### src/rtl/qk_tile_sequencer_pkg.sv
// Shared definitions for the Q*K tile sequencer: FSM encoding, tile geometry,
// and the element packing helper used wherever a tile is built or unpacked.
package qk_tile_sequencer_pkg;

  typedef enum logic [3:0] {
    ST_IDLE    = 4'd0,
    ST_CLEAR   = 4'd1,
    ST_FILL_A  = 4'd2,
    ST_FILL_B  = 4'd3,
    ST_ISSUE   = 4'd4,
    ST_DRAIN   = 4'd5,
    ST_COMPARE = 4'd6,
    ST_SAMPLE  = 4'd7,
    ST_DONE    = 4'd8
  } state_t;

  localparam int DEF_WIDTH = 8;
  localparam int TILE_BITS = 32 * DEF_WIDTH;

  // Bit offset of element rc inside a packed 4x4 tile of 2*width-bit elements
  function automatic int elem_lsb(input int r, input int c, input int width);
    return (4 * r + c) * 2 * width;
  endfunction

endpackage

### src/rtl/qk_tile_sequencer_if.sv
// Valid/ready tile channel from the Q*K systolic array into the sequencer.
interface qk_tile_sequencer_if #(
  parameter int WIDTH = 8
);
  logic                   tile_valid;
  logic [32*WIDTH-1:0]    tile_data;
  logic                   tile_ready;

  modport master (output tile_valid, output tile_data, input tile_ready);
  modport slave  (input tile_valid, input tile_data, output tile_ready);
endinterface

### src/rtl/qk_pair_register.sv
// Holding registers for the two tiles of a result pair; each loads on its own
// enable and otherwise holds, so the accumulator sees stable operands.
module qk_pair_register
  import qk_tile_sequencer_pkg::*;
#(
  parameter int TW = TILE_BITS
) (
  input  logic          clk,
  input  logic          reset,
  input  logic          load1,
  input  logic          load2,
  input  logic [TW-1:0] din,
  output logic [TW-1:0] data1,
  output logic [TW-1:0] data2
);

  always_ff @(posedge clk) begin
    if (reset) begin
      data1 <= '0;
      data2 <= '0;
    end else begin
      if (load1) data1 <= din;
      if (load2) data2 <= din;
    end
  end

endmodule

### src/rtl/qk_tile_sequencer.sv
// Pairs 4x4 Q*K result tiles for the head-pruning accumulator, sequences its
// clear/enable/compare strobes and collects the per-head prune decisions.
module qk_tile_sequencer
  import qk_tile_sequencer_pkg::*;
#(
  parameter int  WIDTH          = 8,
  parameter int  TILES_PER_HEAD = 32,
  parameter int  NUM_HEADS      = 4,
  localparam int HW             = (NUM_HEADS > 1) ? $clog2(NUM_HEADS) : 1
) (
  input  logic                  clk,
  input  logic                  reset,
  input  logic                  start,
  qk_tile_sequencer_if.slave    tile,
  output logic                  pair_enable,
  output logic [32*WIDTH-1:0]   pair_data1,
  output logic [32*WIDTH-1:0]   pair_data2,
  output logic                  compare_flag,
  output logic                  mean_clear,
  input  logic                  prune_head,
  output logic [HW-1:0]         head_idx,
  output logic [NUM_HEADS-1:0]  prune_mask,
  output logic                  busy,
  output logic                  done
);

  localparam int PAIRS = TILES_PER_HEAD / 2;
  localparam int CW    = (PAIRS > 1) ? $clog2(PAIRS) : 1;

  state_t          state_q, state_d;
  logic [CW-1:0]   pair_cnt;
  logic            pair_last, head_last;

  assign pair_last = (pair_cnt == CW'(PAIRS - 1));
  assign head_last = (head_idx == HW'(NUM_HEADS - 1));

  always_ff @(posedge clk) begin
    if (reset) state_q <= ST_IDLE;
    else       state_q <= state_d;
  end

  // tile_ready is only high in the fill states, so valid alone decides the handshake
  always_comb begin
    state_d = state_q;
    case (state_q)
      ST_IDLE:    if (start) state_d = ST_CLEAR;
      ST_CLEAR:   state_d = ST_FILL_A;
      ST_FILL_A:  if (tile.tile_valid) state_d = ST_FILL_B;
      ST_FILL_B:  if (tile.tile_valid) state_d = ST_ISSUE;
      ST_ISSUE:   state_d = pair_last ? ST_DRAIN : ST_FILL_A;
      ST_DRAIN:   state_d = ST_COMPARE;
      ST_COMPARE: state_d = ST_SAMPLE;
      ST_SAMPLE:  state_d = head_last ? ST_DONE : ST_CLEAR;
      ST_DONE:    state_d = ST_IDLE;
      default:    state_d = ST_IDLE;
    endcase
  end

  always_comb begin
    tile.tile_ready = 1'b0;
    pair_enable     = 1'b0;
    compare_flag    = 1'b0;
    mean_clear      = 1'b0;
    done            = 1'b0;
    busy            = (state_q != ST_IDLE);
    case (state_q)
      ST_CLEAR:   mean_clear      = 1'b1;
      ST_FILL_A:  tile.tile_ready = 1'b1;
      ST_FILL_B:  tile.tile_ready = 1'b1;
      ST_ISSUE:   pair_enable     = 1'b1;
      ST_COMPARE: compare_flag    = 1'b1;
      ST_DONE:    done            = 1'b1;
      default:    ;
    endcase
  end

  // Pair/head counters and the prune mask advance only at the FSM hand-off points
  always_ff @(posedge clk) begin
    if (reset) begin
      pair_cnt   <= '0;
      head_idx   <= '0;
      prune_mask <= '0;
    end else begin
      case (state_q)
        ST_IDLE:   if (start) prune_mask <= '0;
        ST_ISSUE:  pair_cnt <= pair_last ? '0 : pair_cnt + 1'b1;
        ST_SAMPLE: begin
          for (int h = 0; h < NUM_HEADS; h++)
            if (head_idx == HW'(h)) prune_mask[h] <= prune_head;
          if (!head_last) head_idx <= head_idx + 1'b1;
        end
        ST_DONE:   head_idx <= '0;
        default:   ;
      endcase
    end
  end

  qk_pair_register #(
    .TW (32 * WIDTH)
  ) u_pair_reg (
    .clk   (clk),
    .reset (reset),
    .load1 ((state_q == ST_FILL_A) && tile.tile_valid),
    .load2 ((state_q == ST_FILL_B) && tile.tile_valid),
    .din   (tile.tile_data),
    .data1 (pair_data1),
    .data2 (pair_data2)
  );

endmodule

### src/flat_wrapper.sv
// flat-port wrapper written by rule: the top's interface ports become plain ports
module qk_tile_sequencer_flat import qk_tile_sequencer_pkg::*;
#(
  parameter int  WIDTH          = 8,
  parameter int  TILES_PER_HEAD = 32,
  parameter int  NUM_HEADS      = 4,
  localparam int HW             = (NUM_HEADS > 1) ? $clog2(NUM_HEADS) : 1
)
  (clk, reset, start, pair_enable, pair_data1, pair_data2, compare_flag, mean_clear, prune_head, head_idx, prune_mask, busy, done, tile_tile_valid, tile_tile_data, tile_tile_ready);
  qk_tile_sequencer_if #(.WIDTH(WIDTH)) tile_i ();
  input  logic clk;
  input  logic reset;
  input  logic start;
  output logic pair_enable;
  output logic [32*WIDTH-1:0] pair_data1;
  output logic [32*WIDTH-1:0] pair_data2;
  output logic compare_flag;
  output logic mean_clear;
  input  logic prune_head;
  output logic [HW-1:0] head_idx;
  output logic [NUM_HEADS-1:0] prune_mask;
  output logic busy;
  output logic done;
  input wire logic [$bits(tile_i.tile_valid)-1:0] tile_tile_valid;
  input wire logic [$bits(tile_i.tile_data)-1:0] tile_tile_data;
  output wire logic [$bits(tile_i.tile_ready)-1:0] tile_tile_ready;
  assign tile_i.tile_valid = tile_tile_valid;
  assign tile_i.tile_data = tile_tile_data;
  assign tile_tile_ready = tile_i.tile_ready;
  qk_tile_sequencer #(.WIDTH(WIDTH), .TILES_PER_HEAD(TILES_PER_HEAD), .NUM_HEADS(NUM_HEADS)) u_core (.clk(clk), .reset(reset), .start(start), .tile(tile_i), .pair_enable(pair_enable), .pair_data1(pair_data1), .pair_data2(pair_data2), .compare_flag(compare_flag), .mean_clear(mean_clear), .prune_head(prune_head), .head_idx(head_idx), .prune_mask(prune_mask), .busy(busy), .done(done));
endmodule
### config.mk
export PLATFORM = sky130hd
export DESIGN_NAME = qk_tile_sequencer_flat
export DESIGN_NICKNAME = d
export VERILOG_FILES = /design/src/rtl/qk_tile_sequencer_pkg.sv /design/src/rtl/qk_tile_sequencer_if.sv /design/src/rtl/qk_pair_register.sv /design/src/rtl/qk_tile_sequencer.sv /design/src/flat_wrapper.sv
export SDC_FILE = /design/constraint.sdc
export NUM_CORES = 1
export LEC_CHECK = 0
export CORE_AREA = 5 5 300 302
export DETAILED_ROUTE_END_ITERATION = 8
export DIE_AREA = 0 0 305 307
export PLACE_DENSITY = 0.47
export SLEW_MARGIN = 20
export SYNTH_ARGS = -nofsm -noshare
export SYNTH_HDL_FRONTEND = slang
export SYNTH_SLANG_ARGS = --single-unit
export TNS_END_PERCENT = 50
### constraint.sdc
create_clock -name clk -period 2.9 [get_ports clk]
set_input_delay 0.29 -clock clk [delete_from_list [all_inputs] [get_ports clk]]
set_output_delay 0.29 -clock clk [all_outputs]
set_load 0.05 [all_outputs]
=== Yosys cells after proc, flatten, opt, wreduce, memory -nomap -nowiden ===
Cells that the tools add are included.

* Register bits: 526
* Word-level logic and storage cells: 65

* Add/subtract/negate cells: 2
* Equal/unequal tests: 20
* Mux-type cells: 20
* Reduce and logical (&&, ||, !) cells: 14

{| class="wikitable"
|+ Operator list
! cell !! number
|-
| case mux 4 bit (8 select lines) || 1
|-
| two-way mux 4 bit || 6
|-
| == test 4 x 3 -> 1 bit (second input constant) || 4
|-
| AND reduction 3 bit || 5
|-
| two-way mux 1 bit || 9
|-
| == test 4 x 2 -> 1 bit (second input constant) || 2
|-
| == test 4 bit (second input constant) || 2
|-
| != test 2 x 1 -> 1 bit (second input constant) || 4
|-
| != test 2 bit (second input constant) || 4
|-
| case mux 4 bit (2 select lines) || 1
|-
| adder 4 x 1 -> 4 bit (second input constant) || 1
|-
| == test 2 bit (second input constant) || 2
|-
| == test 4 x 1 -> 1 bit (second input constant) || 1
|-
| zero test 4 bit || 1
|-
| case mux 2 bit (2 select lines) || 1
|-
| nonzero test 2 bit || 2
|-
| nonzero test 4 bit || 1
|-
| two-way mux 3 bit || 1
|-
| adder 2 x 1 -> 2 bit (second input constant) || 1
|-
| == test 2 x 1 -> 1 bit (second input constant) || 1
|-
| logical AND 1 bit || 2
|-
| zero test 2 bit || 1
|-
| two-way mux 2 bit || 1
|-
| AND reduction 2 bit || 1
|-
| OR reduction 2 bit || 1
|}

=== Depth between registers and ports, before layout ===
Gate-level depths: netlist of the first run.

* Word-level depth: 3
* Mapped depth: 8
* Gate-level depth less buffers: 5

=== By module ===
From an unflattened synthesis of the first run, not the netlist that was laid out.

* Cell total of the unflattened synthesis: 1,750
* Area total of the unflattened synthesis: 19,481.2 um^2

{| class="wikitable"
|+ By module, submodules not included
! module !! instances !! cells each !! area each (um^2) !! seq. area each (um^2)
|-
| qk_pair_register || 1 || 1,651 || 18,644.1 || 10,249.8
|-
| qk_tile_sequencer || 1 || 99 || 837.1 || 280.3
|}

=== Least setup slack after synthesis of the first run ===
OpenSTA, ideal clock, no wires.

* Path kind: flip-flop to output port
* Start: register u_core.state_q[1]
* End: output done
* Data arrival time: 2.295 ns
* Data required time: 2.610 ns
* Path slack: 0.315 ns
* Stages on the path, launching flop included: 3
* Path through: dfxtp_1 > buf_2 > nor4b_1

* Word-level cells in the longest chain between the ends: 2

{| class="wikitable"
|+ RTL lines
! item !! RTL line !! text
|-
| start, declared || qk_tile_sequencer.sv:30 || <nowiki>state_t state_q, state_d;</nowiki>
|-
| start signal, assigned || qk_tile_sequencer.sv:39 || <nowiki>else state_q <= state_d;</nowiki>
|-
| == test 4 bit || qk_tile_sequencer.sv:66 || <nowiki>case (state_q)</nowiki>
|-
| two-way mux 1 bit || qk_tile_sequencer.sv:66 ||
|-
| end, declared || flat_wrapper.sv:23 || <nowiki>output logic done;</nowiki>
|}

Every way passes these cells.

=== Worst setup path after layout of the first run ===
* Start: register u_core.state_q[0]
* End: output busy

* Word-level cells in the longest chain between the ends: 1

{| class="wikitable"
|+ RTL lines
! item !! RTL line !! text
|-
| nonzero test 4 bit || qk_tile_sequencer.sv:65 || <nowiki>busy = (state_q != ST_IDLE);</nowiki>
|-
| end, declared || flat_wrapper.sv:22 || <nowiki>output logic busy;</nowiki>
|}

Every way passes these cells.

==> impl_metrics.json, run 1 <==
{
  "postCtsSetupBuffers": 0,
  "max_freq_mhz": 379,
  "yosys_warnings": 0,
  "die_h_um": 307,
  "worstHoldPathCells": 2,
  "initial_core_util": 0.212,
  "grt_pass1_vias": 17400,
  "relSlewSlack": 0.494,
  "cts_tree": "yes",
  "p_total_w": 0.0211,
  "outcome": "finished clean",
  "hold_buffers": 0,
  "grt_max_degree": 105,
  "mostFrequentLayoutCells": "nand2_1, clkdlybuf4s50_1, dfxtp_1",
  "worstSkewPairLatency_ns": 0.59,
  "arrival_ns": 2.35,
  "avgSynthCellArea_um2": 8.00,
  "finalWorstSetupSlack_ns": 0.262,
  "grt_pass1_wl_um": 114000,
  "finClkSkew_ns": 0.0278,
  "final_common_cell": "nand2_1",
  "hold-path-endpoint": "u_core.u_pair_reg.data2[62]$_SDFFE_PP0P_",
  "max_cap_violations": 0,
  "grt_overflow": 0,
  "cts_root_buf": "clkbuf_16",
  "synth_edf_count": 0,
  "rsz0062_at_grt": "no",
  "rows": 109,
  "nets": 3317,
  "ys_types": 37,
  "yosysTopAreaCell": "dfxtp_1",
  "ir_worst_vdd_mv": 0.446,
  "post_cts_resized": 1,
  "clockPowerShare": 0.396,
  "worstSetupEndpointType": "output pin",
  "reg2regPathDepth": 5,
  "setup_tns_ns": 0,
  "wl_per_cell_um": 18.2,
  "syn_to_final_growth_pct": 60.2,
  "setup_viol": 0,
  "dp_slack_ns": 0.529,
  "dr.pass1.iters": 5,
  "synth_top_area_frac": 0.567,
  "core_area_um2": 87400,
  "hold_start": "reset",
  "ctsLongestPathBuffers": 3,
  "hpwlAfterDp_um": 55500,
  "gp_congestion": 0.779,
  "r2r_slack_ns": 0.72,
  "die_w_um": 305,
  "drcViolationCount": 0,
  "cp_data_required_time_ns": 2.61,
  "synth_area_um2": 18600,
  "antenna_found_initial": 6,
  "critPathLaunchType": "flop",
  "hold-worst-slack_ns": 0.219,
  "dr_total_vias": 17900,
  "seqPwrFrac": 0.376,
  "worstSetupPathType": "flop to output pin",
  "grt_usage": 0.156,
  "die_area_um2": 93600,
  "min_period_ns": 2.64,
  "drt_iter0_drc": 839,
  "async_flop_share": 0,
  "final_core_util": 0.340,
  "combPwrFrac": 0.228,
  "synth_top_cells_by_area": "dfxtp_1, nand2_1, a21oi_1",
  "internal-power_w": 0.0144,
  "r2r_end": "u_core.u_pair_reg.data1[51]$_SDFFE_PP0P_",
  "synth_seq_cells": 526,
  "tightest_slew_ns": 0.759,
  "ioPinCount": 785,
  "synth_flop_cell": "dfxtp_1",
  "antenna_left": 0,
  "cts_inserted_buffers": 66,
  "cts.sinks": 526,
  "finalWirelength_um": 77700,
  "synth_nets": 2585,
  "finalHoldViolations": 0,
  "htreeDepth": 3,
  "synth_seq_area_share": 0.567,
  "path_max_fanout": 11,
  "netlist_instances": 2319,
  "cts.reportedPaths.clkPinSlew_ns": 0.06,
  "p_leak_nw": 9.82,
  "drive_above_1_share": 0.0532,
  "swShare": 0.320,
  "via_per_inst": 4.18,
  "finalCritPeriodShare": 0.910,
  "p_sw_w": 0.00676,
  "slew_violations": 0,
  "worstHoldPathType": "input pin to flop",
  "r2r-start": "u_core.state_q[1]$_SDFFE_PP0P_",
  "p_per_area_nw_per_um2": 712,
  "io_buffers": 784
}
registers in the layout, summed over array words and instances (netlist names):
register and flops:
u_core.head_idx 2, u_core.pair_cnt 4, u_core.prune_mask 4, u_core.state_q 4, u_core.u_pair_reg.data1 256, u_core.u_pair_reg.data2 256
cell families (layout without fill, tap and decap cells):
family	Yosys count	after routing	synth area share
other cells	0	7	0
fa+ha+maj	5	5	0.00337
xor+xnor	3	3	0.00142
compound gates	530	530	0.144
buf+inv	180	960	0.0604
simple gates	1072	1072	0.221
mux	3	3	0.00169
flops	526	526	0.567
worst max-delay path, stage by stage, from the launching register on:
cell             delay (ns)
dfxtp_1                0.59
nor2_1                 0.18
nand2_1                0.14
clkdlybuf4s50_1        0.85
power by group through the flow:
stage	clock [W]	sequential, W	combinational [W]
floorplan	0	0.00962	0.00142
global placement	0	0.00810	0.00488
detailed placement	0	0.00811	0.00488
CTS	0.00871	0.00796	0.00489
global route	0.00898	0.00801	0.00511
finish	0.00837	0.00796	0.00482
worst max path at each step:
stage	start	to	slack [ns]	depth (start not counted)
2_1_floorplan	u_core.state_q[1]$_SDFFE_PP0P_	done	0.32	2
4_1_cts	u_core.state_q[0]$_SDFFE_PP0P_	mean_clear	0.008	3
6_report	u_core.state_q[0]$_SDFFE_PP0P_	busy	0.26	3
3_5_place_dp	tile_tile_valid	u_core.u_pair_reg.data2[101]$_SDFFE_PP0P_	0.53	7
5_1_grt	u_core.state_q[0]$_SDFFE_PP0P_	busy	0.15	3
3_3_place_gp	tile_tile_valid	u_core.u_pair_reg.data2[116]$_SDFFE_PP0P_	0.57	7
Yosys cell counts, types with 2 or more instances:
cell and instances:
nor2_1 13, buf_2 32, dfxtp_1 526, nor3_1 4, inv_1 4, and3_1 2, xnor2_1 2, clkbuf_1 85
a21oi_1 518, nand3_1 8, nand2b_1 3, mux2i_1 2, o21ai_1 4, buf_4 10, nand2_1 1032, ha_1 5
buf_6 49
final cells by class:
| cell class | count | area (µm²) |
|---|---|---|
| Sequential cell | 526 | 10500 |
| Timing Repair Buffer | 840 | 8560 |
| Clock buffer | 94 | 1890 |
| Clock inverter | 22 | 318 |
| Tap cell | 1165 | 1460 |
| Fill cell | 9291 | 57700 |
| Multi-Input combinational cell | 1613 | 6930 |
| Inverter | 4 | 15.0 |
| Antenna cell | 7 | 17.5 |
through the flow:
stage | std cells | cell area (µm²)
finish | 4271 | 29700
global route | 4269 | 29700
CTS | 4264 | 29700
detailed placement | 4148 | 27500
global placement | 4148 | 27500
floorplan | 2319 | 18600
layer usage:
layer / share of wire / track usage / vias to the layer above
met3: 0.092 / 0.0635 / 104
met2: 0.49 / 0.269 / 580
met4: 0.028 / 0.0509 / 0
li1: - / - / 8940
met1: 0.39 / 0.176 / 8244
met5: 0 / 0 / -
Power figures use the tool's default switching activity.
==> inputs of run 2 (changes only) <==
- PLACE_DENSITY: 0.47 -> 0.49
- clock period: 2.9 -> 2.23 ns (I/O delays scaled with it)
==> impl_metrics.json, run 2 (same netlist as run 1, synthesis figures left out) <==
{
  "worstSkewPairLatency_ns": 0.61,
  "cts.reportedPaths.clkPinSlew_ns": 0.06,
  "r2r-start": "u_core.state_q[0]$_SDFFE_PP0P_",
  "finalWorstSetupSlack_ns": 0.123,
  "grt_pass1_wl_um": 114000,
  "relSlewSlack": 0.434,
  "critPathLaunchType": "flop",
  "worstHoldPathType": "input pin to flop",
  "tightest_slew_ns": 0.850,
  "worstHoldPathCells": 3,
  "top_regs": "u_core.u_pair_reg.data1: 256 flops, u_core.u_pair_reg.data2: 256 flops",
  "worstSetupPathType": "flop to output pin",
  "ctsLongestPathBuffers": 3,
  "crit_slowest_cell": "clkdlybuf4s50_1",
  "drt_iter0_drc": 965,
  "dr.pass1.iters": 5,
  "die_h_um": 307,
  "die_w_um": 305,
  "hold_start": "tile_tile_data[131]",
  "met2RoutedLength_um": 39900,
  "max_freq_mhz": 475,
  "io_buffers": 784,
  "instances_no_fill": 4287,
  "fillers": 9240,
  "critPathTopFamily": "buffers and inverters",
  "p_leak_nw": 9.85,
  "wl_per_cell_um": 18.3,
  "hold-path-endpoint": "u_core.u_pair_reg.data2[131]$_SDFFE_PP0P_",
  "initial_core_util": 0.212,
  "cts.sinks": 526,
  "slew_violations": 0,
  "dp_slack_ns": 0.232,
  "ioPinCount": 785,
  "path_max_fanout": 2,
  "top_layer": "met5",
  "setup_viol": 0,
  "antenna_found_initial": 13,
  "r2r_slack_ns": 0.15,
  "critPathBufInv": 1,
  "final_common_cell": "nand2_1",
  "finalWirelength_um": 78300,
  "cp_data_required_time_ns": 2.01,
  "rows": 109,
  "cts_inserted_buffers": 61,
  "wl_met3_um": 6370,
  "p_per_area_nw_per_um2": 899,
  "htreeDepth": 2,
  "die_area_um2": 93600,
  "dr_total_vias": 18000,
  "outcome": "finished clean",
  "cts_root_buf": "clkbuf_16",
  "finClkSkew_ns": 0.0170,
  "via_per_inst": 4.19,
  "worstSetupEndpointType": "output pin",
  "final_core_util": 0.341,
  "min_period_ns": 2.11,
  "antenna_left": 0,
  "max_cap_violations": 0,
  "syn_to_final_growth_pct": 60.6,
  "drive_above_1_share": 0.0584,
  "r2r_end": "u_core.u_pair_reg.data2[73]$_SDFFE_PP0P_",
  "reg2regPathDepth": 5,
  "nets": 3330,
  "hpwlAfterDp_um": 57900,
  "core_area_um2": 87400,
  "gp_congestion": 0.794,
  "dp_cells": 4164,
  "finalHoldViolations": 0,
  "drcViolationCount": 0,
  "grt_overflow": 0,
  "worstPathCellList": "clkdlybuf4s50_1",
  "setup_tns_ns": 0,
  "cts_tree": "yes",
  "critPathMaxStageDelay_ns": 0.86,
  "ir_worst_vdd_mv": 0.691,
  "rsz0062_at_grt": "no",
  "grt_pass1_vias": 17400,
  "arrival_ns": 1.88,
  "finalCritPeriodShare": 0.945,
  "mostFrequentLayoutCells": "nand2_1, clkdlybuf4s50_1, dfxtp_1",
  "grt_usage": 0.156,
  "grt_max_degree": 147,
  "drt-met1-wl_um": 29900
}
-- run 2: what timing repair did --
item	in CTS	in global routing
resized for setup	0	2
setup buffers	1	0
endpoints found under the setup margin	1	2
pin swaps	1	0
hold buffers	1	0
endpoints found under the hold margin	25	0
cloned	0	0
-- run 2: worst max-delay path by stage --
stage | from | endpoint | slack, ns | depth (start not counted)
2_1_floorplan | u_core.state_q[1]$_SDFFE_PP0P_ | compare_flag | 0.32 | 3
3_3_place_gp | tile_tile_valid | u_core.u_pair_reg.data2[63]$_SDFFE_PP0P_ | 0.23 | 6
3_5_place_dp | tile_tile_valid | u_core.u_pair_reg.data2[73]$_SDFFE_PP0P_ | 0.23 | 6
4_1_cts | u_core.state_q[3]$_SDFFE_PP0P_ | done | 0.01 | 3
5_1_grt | u_core.state_q[3]$_SDFFE_PP0P_ | u_core.u_pair_reg.data2[74]$_SDFFE_PP0P_ | 0.02 | 5
6_report | u_core.u_pair_reg.data1[19]$_SDFFE_PP0P_ | pair_data1[19] | 0.12 | 1
-- run 2: through the flow --
stage,hold WS [ns],power (W),cell area (µm²)
2_1_floorplan,0.340,0.0144,18600
3_3_place_gp,0.440,0.0170,27800
3_5_place_dp,0.446,0.0170,27800
4_1_cts,0.123,0.0273,29800
5_1_grt,0.167,0.0280,29800
6_report,0.186,0.0268,29800
-- run 2: routing by layer --
metal / global-route usage / vias up
met5: 0 / -
met4: 0.0454 / 2
met3: 0.0548 / 116
met2: 0.284 / 536
met1: 0.173 / 8344
li1: - / 8981
-- run 2: cell type report --
cell class	count	area [µm²]	share of cell area
Sequential cell	526	10500	0.353
Clock inverter	20	228	0.00764
Clock buffer	94	1780	0.0598
Tap cell	1165	1460	0.0489
Inverter	4	15.0	0.000504
Antenna cell	7	17.5	0.000588
Multi-Input combinational cell	1613	6950	0.233
Timing Repair Buffer	858	8830	0.296
-- run 2: power by group --
group | leakage (nW) | internal [W] | switching (W)
clock | 0.983 | 0.00594 | 0.00410
sequential | 4.25 | 0.0100 | 0.000316
combinational | 4.62 | 0.00219 | 0.00425
total | 9.85 | 0.0181 | 0.00866
==> inputs of run 3 (changes only) <==
- CORE_AREA: 5 5 300 302 -> 5 5 298 300
- DIE_AREA: 0 0 305 307 -> 0 0 303 305
- PLACE_DENSITY: 0.49 -> 0.5
- SYNTH_HIERARCHICAL: not set -> 1
==> impl_metrics.json, run 3 <==
{
  "htreeDepth": 2,
  "synth_nets": 2016,
  "finalHoldViolations": 0,
  "finClkSkew_ns": 0.00896,
  "setup_tns_ns": 0,
  "hold_start": "tile_tile_data[47]",
  "r2r_end": "u_core/u_pair_reg/data1[171]$_SDFFE_PP0P_",
  "synthTopCellsByCount": "dfxtp_1, nor2_1, mux2i_1",
  "worstSetupPathType": "flop to output pin",
  "drt_iter0_drc": 618,
  "worstSetupEndpointType": "output pin",
  "finalWorstSetupSlack_ns": 0.0940,
  "worstPathCellList": "buf_4, or4b_4, clkinv_4, buf_12",
  "ioPinCount": 785,
  "hold-path-endpoint": "u_core/u_pair_reg/data2[47]$_SDFFE_PP0P_",
  "drcViolationCount": 0,
  "mostFrequentLayoutCells": "clkdlybuf4s50_1, dfxtp_1, nor2_1, mux2i_1, clkbuf_16",
  "die_w_um": 303,
  "dp_slack_ns": 0.185,
  "p_leak_nw": 10.2,
  "syn_to_final_growth_pct": 54.5,
  "cts.reportedPaths.clkPinSlew_ns": 0.06,
  "critPathLaunchType": "flop",
  "setup_viol": 0,
  "finalCritPeriodShare": 0.958,
  "top_regs": "u_core/u_pair_reg/data1: 256 flops, u_core/u_pair_reg/data2: 256 flops",
  "r2r_slack_ns": 0.36,
  "cts_tree": "yes",
  "grt_usage": 0.145,
  "synth_top_cells_by_area": "dfxtp_1, mux2i_1, nor2_1",
  "internal-power_w": 0.0185,
  "hpwlAfterDp_um": 55000,
  "crit_slowest_cell": "or4b_4",
  "io_buffers": 784,
  "yosys_warnings": 6,
  "cts_inserted_buffers": 59,
  "p_sw_w": 0.00874,
  "worstHoldPathCells": 3,
  "worstSkewPairLatency_ns": 0.60,
  "cp_data_required_time_ns": 2.01,
  "min_period_ns": 2.14,
  "core_area_um2": 85900,
  "die_area_um2": 92400,
  "cts_root_buf": "clkbuf_16",
  "cts.sinks": 526,
  "synth_top_area_frac": 0.541,
  "max_freq_mhz": 468,
  "die_h_um": 305,
  "netlist_instances": 1750,
  "avgSynthCellArea_um2": 11.1,
  "gp_congestion": 0.808,
  "dp_cells": 3627,
  "dr_total_vias": 15300,
  "swShare": 0.322,
  "combPwrFrac": 0.265,
  "via_per_inst": 4.09,
  "grt_pass1_vias": 16000,
  "yosysTopAreaCell": "dfxtp_1",
  "arrival_ns": 1.91,
  "final_common_cell": "clkdlybuf4s50_1",
  "r2r-start": "u_core/state_q[3]$_SDFFE_PP0P_",
  "critPathMaxStageDelay_ns": 0.54,
  "wl_per_cell_um": 19.1,
  "antenna_found_initial": 19,
  "final_core_util": 0.350,
  "outcome": "finished clean",
  "worstHoldPathType": "input pin to flop",
  "path_max_fanout": 12,
  "reg2regPathDepth": 7,
  "instances_no_fill": 3737,
  "max_cap_violations": 0,
  "synth_flop_cell": "dfxtp_1",
  "initial_core_util": 0.227,
  "async_flop_share": 0,
  "synth.most_common_cell": "dfxtp_1",
  "finalWirelength_um": 71200,
  "ir_worst_vdd_mv": 0.506,
  "dr.pass1.iters": 5,
  "grt_pass1_wl_um": 103000,
  "seqPwrFrac": 0.388,
  "p_per_area_nw_per_um2": 903,
  "rows": 108,
  "synth_edf_count": 0,
  "relSlewSlack": 0.552,
  "drive_above_1_share": 0.0661,
  "p_total_w": 0.0272,
  "grt_max_degree": 98,
  "synth_area_um2": 19500,
  "synth_seq_cells": 526,
  "clockPowerShare": 0.348,
  "slew_violations": 0,
  "tightest_slew_ns": 0.670,
  "nets": 2801,
  "antenna_left": 0,
  "ys_types": 40,
  "rsz0062_at_grt": "no",
  "grt_overflow": 0,
  "ctsLongestPathBuffers": 3,
  "synth_seq_area_share": 0.541
}
-- run 3: changes by cell type after synthesis, sizes merged, moves of 3 or more --
cell    before  now
inv          4    7
nand3        8    5
o21ai        5    8
a31oi        1    4
nor3         5    2
clkbuf      85   40
a21oi      518    7
nor2        13  513
nand2     1032    6
a211oi       0    4
buf         91   82
mux2i        2  512
-- run 3: per-layer routing --
layer  share of wire  GRT usage  vias up
li1                -          -     7437
met1            0.37      0.155     7155
met2            0.50      0.255      593
met3           0.096     0.0584      115
met4           0.031     0.0523        2
met5         0.00027          0        -
-- run 3: how the worst max path moves through the flow --
stage	start	to	slack (ns)	cells after the start
2_1_floorplan	u_core/state_q[3]$_SDFFE_PP0P_	mean_clear	-0.20	2
4_1_cts	u_core/state_q[2]$_SDFFE_PP0P_	pair_enable	0.0004	4
3_5_place_dp	tile_tile_valid	u_core/u_pair_reg/data1[171]$_SDFFE_PP0P_	0.19	7
6_report	u_core/state_q[3]$_SDFFE_PP0P_	pair_enable	0.09	4
5_1_grt	u_core/state_q[3]$_SDFFE_PP0P_	pair_enable	0.01	4
3_3_place_gp	tile_tile_valid	u_core/u_pair_reg/data1[163]$_SDFFE_PP0P_	0.24	7
-- run 3: cell type report --
cell class,count,area (µm²)
fillers,8711,55800
flip-flops and latches,526,10500
repair buffers,846,8630
multi-input cells,1094,7570
clock buffers,79,1660
well taps,1155,1450
clock inverters,17,199
inverters,8,35.0
diodes,12,30.0
-- run 3: power groups by stage --
stage	Sequential (W)	Combinational (W)	Clock [W]
detailed placement	0.0107	0.00724	0
global route	0.0106	0.00755	0.0102
CTS	0.0106	0.00727	0.00986
global placement	0.0107	0.00719	0
finish	0.0105	0.00720	0.00945
floorplan	0.0131	0.00241	0
-- run 3: logic make-up (layout without fill, tap and decap cells) --
| logic type | Yosys count | count (layout) | share of synthesized area |
|---|---|---|---|
| AO/OA/AOI/OAI | 29 | 29 | 0.0101 |
| XOR/XNOR | 1 | 1 | 0.000450 |
| other | 0 | 12 | 0 |
| adder cells (fa/ha/maj) | 5 | 5 | 0.00321 |
| AND/OR/NAND/NOR | 547 | 547 | 0.110 |
| multiplexers | 512 | 512 | 0.263 |
| buffers and inverters | 130 | 950 | 0.0726 |
| flip-flops | 526 | 526 | 0.541 |
-- run 3: stage by stage --
stage	instance area, µm²	hold slack [ns]
2_1_floorplan	19500	0.370
3_3_place_gp	28200	0.471
3_5_place_dp	28200	0.480
4_1_cts	30100	0.203
5_1_grt	30100	0.241
6_report	30100	0.265
-- run 3: repair_timing --
action | CTS | global route
setup endpoints to repair | 2 | 1
buffers inserted | 0 | 1
endpoints found under the hold margin | 30 | 0
hold buffers | 1 | 0
pin swaps | 1 | 1
gates cloned | 0 | 0
gates resized for setup | 3 | 1
-- run 3: critical path, delay by kind of cell (launching register included) --
kind          cells  cell delay, ns
buf+inv           3            0.42
flops             1            0.34
simple gates      1            0.54
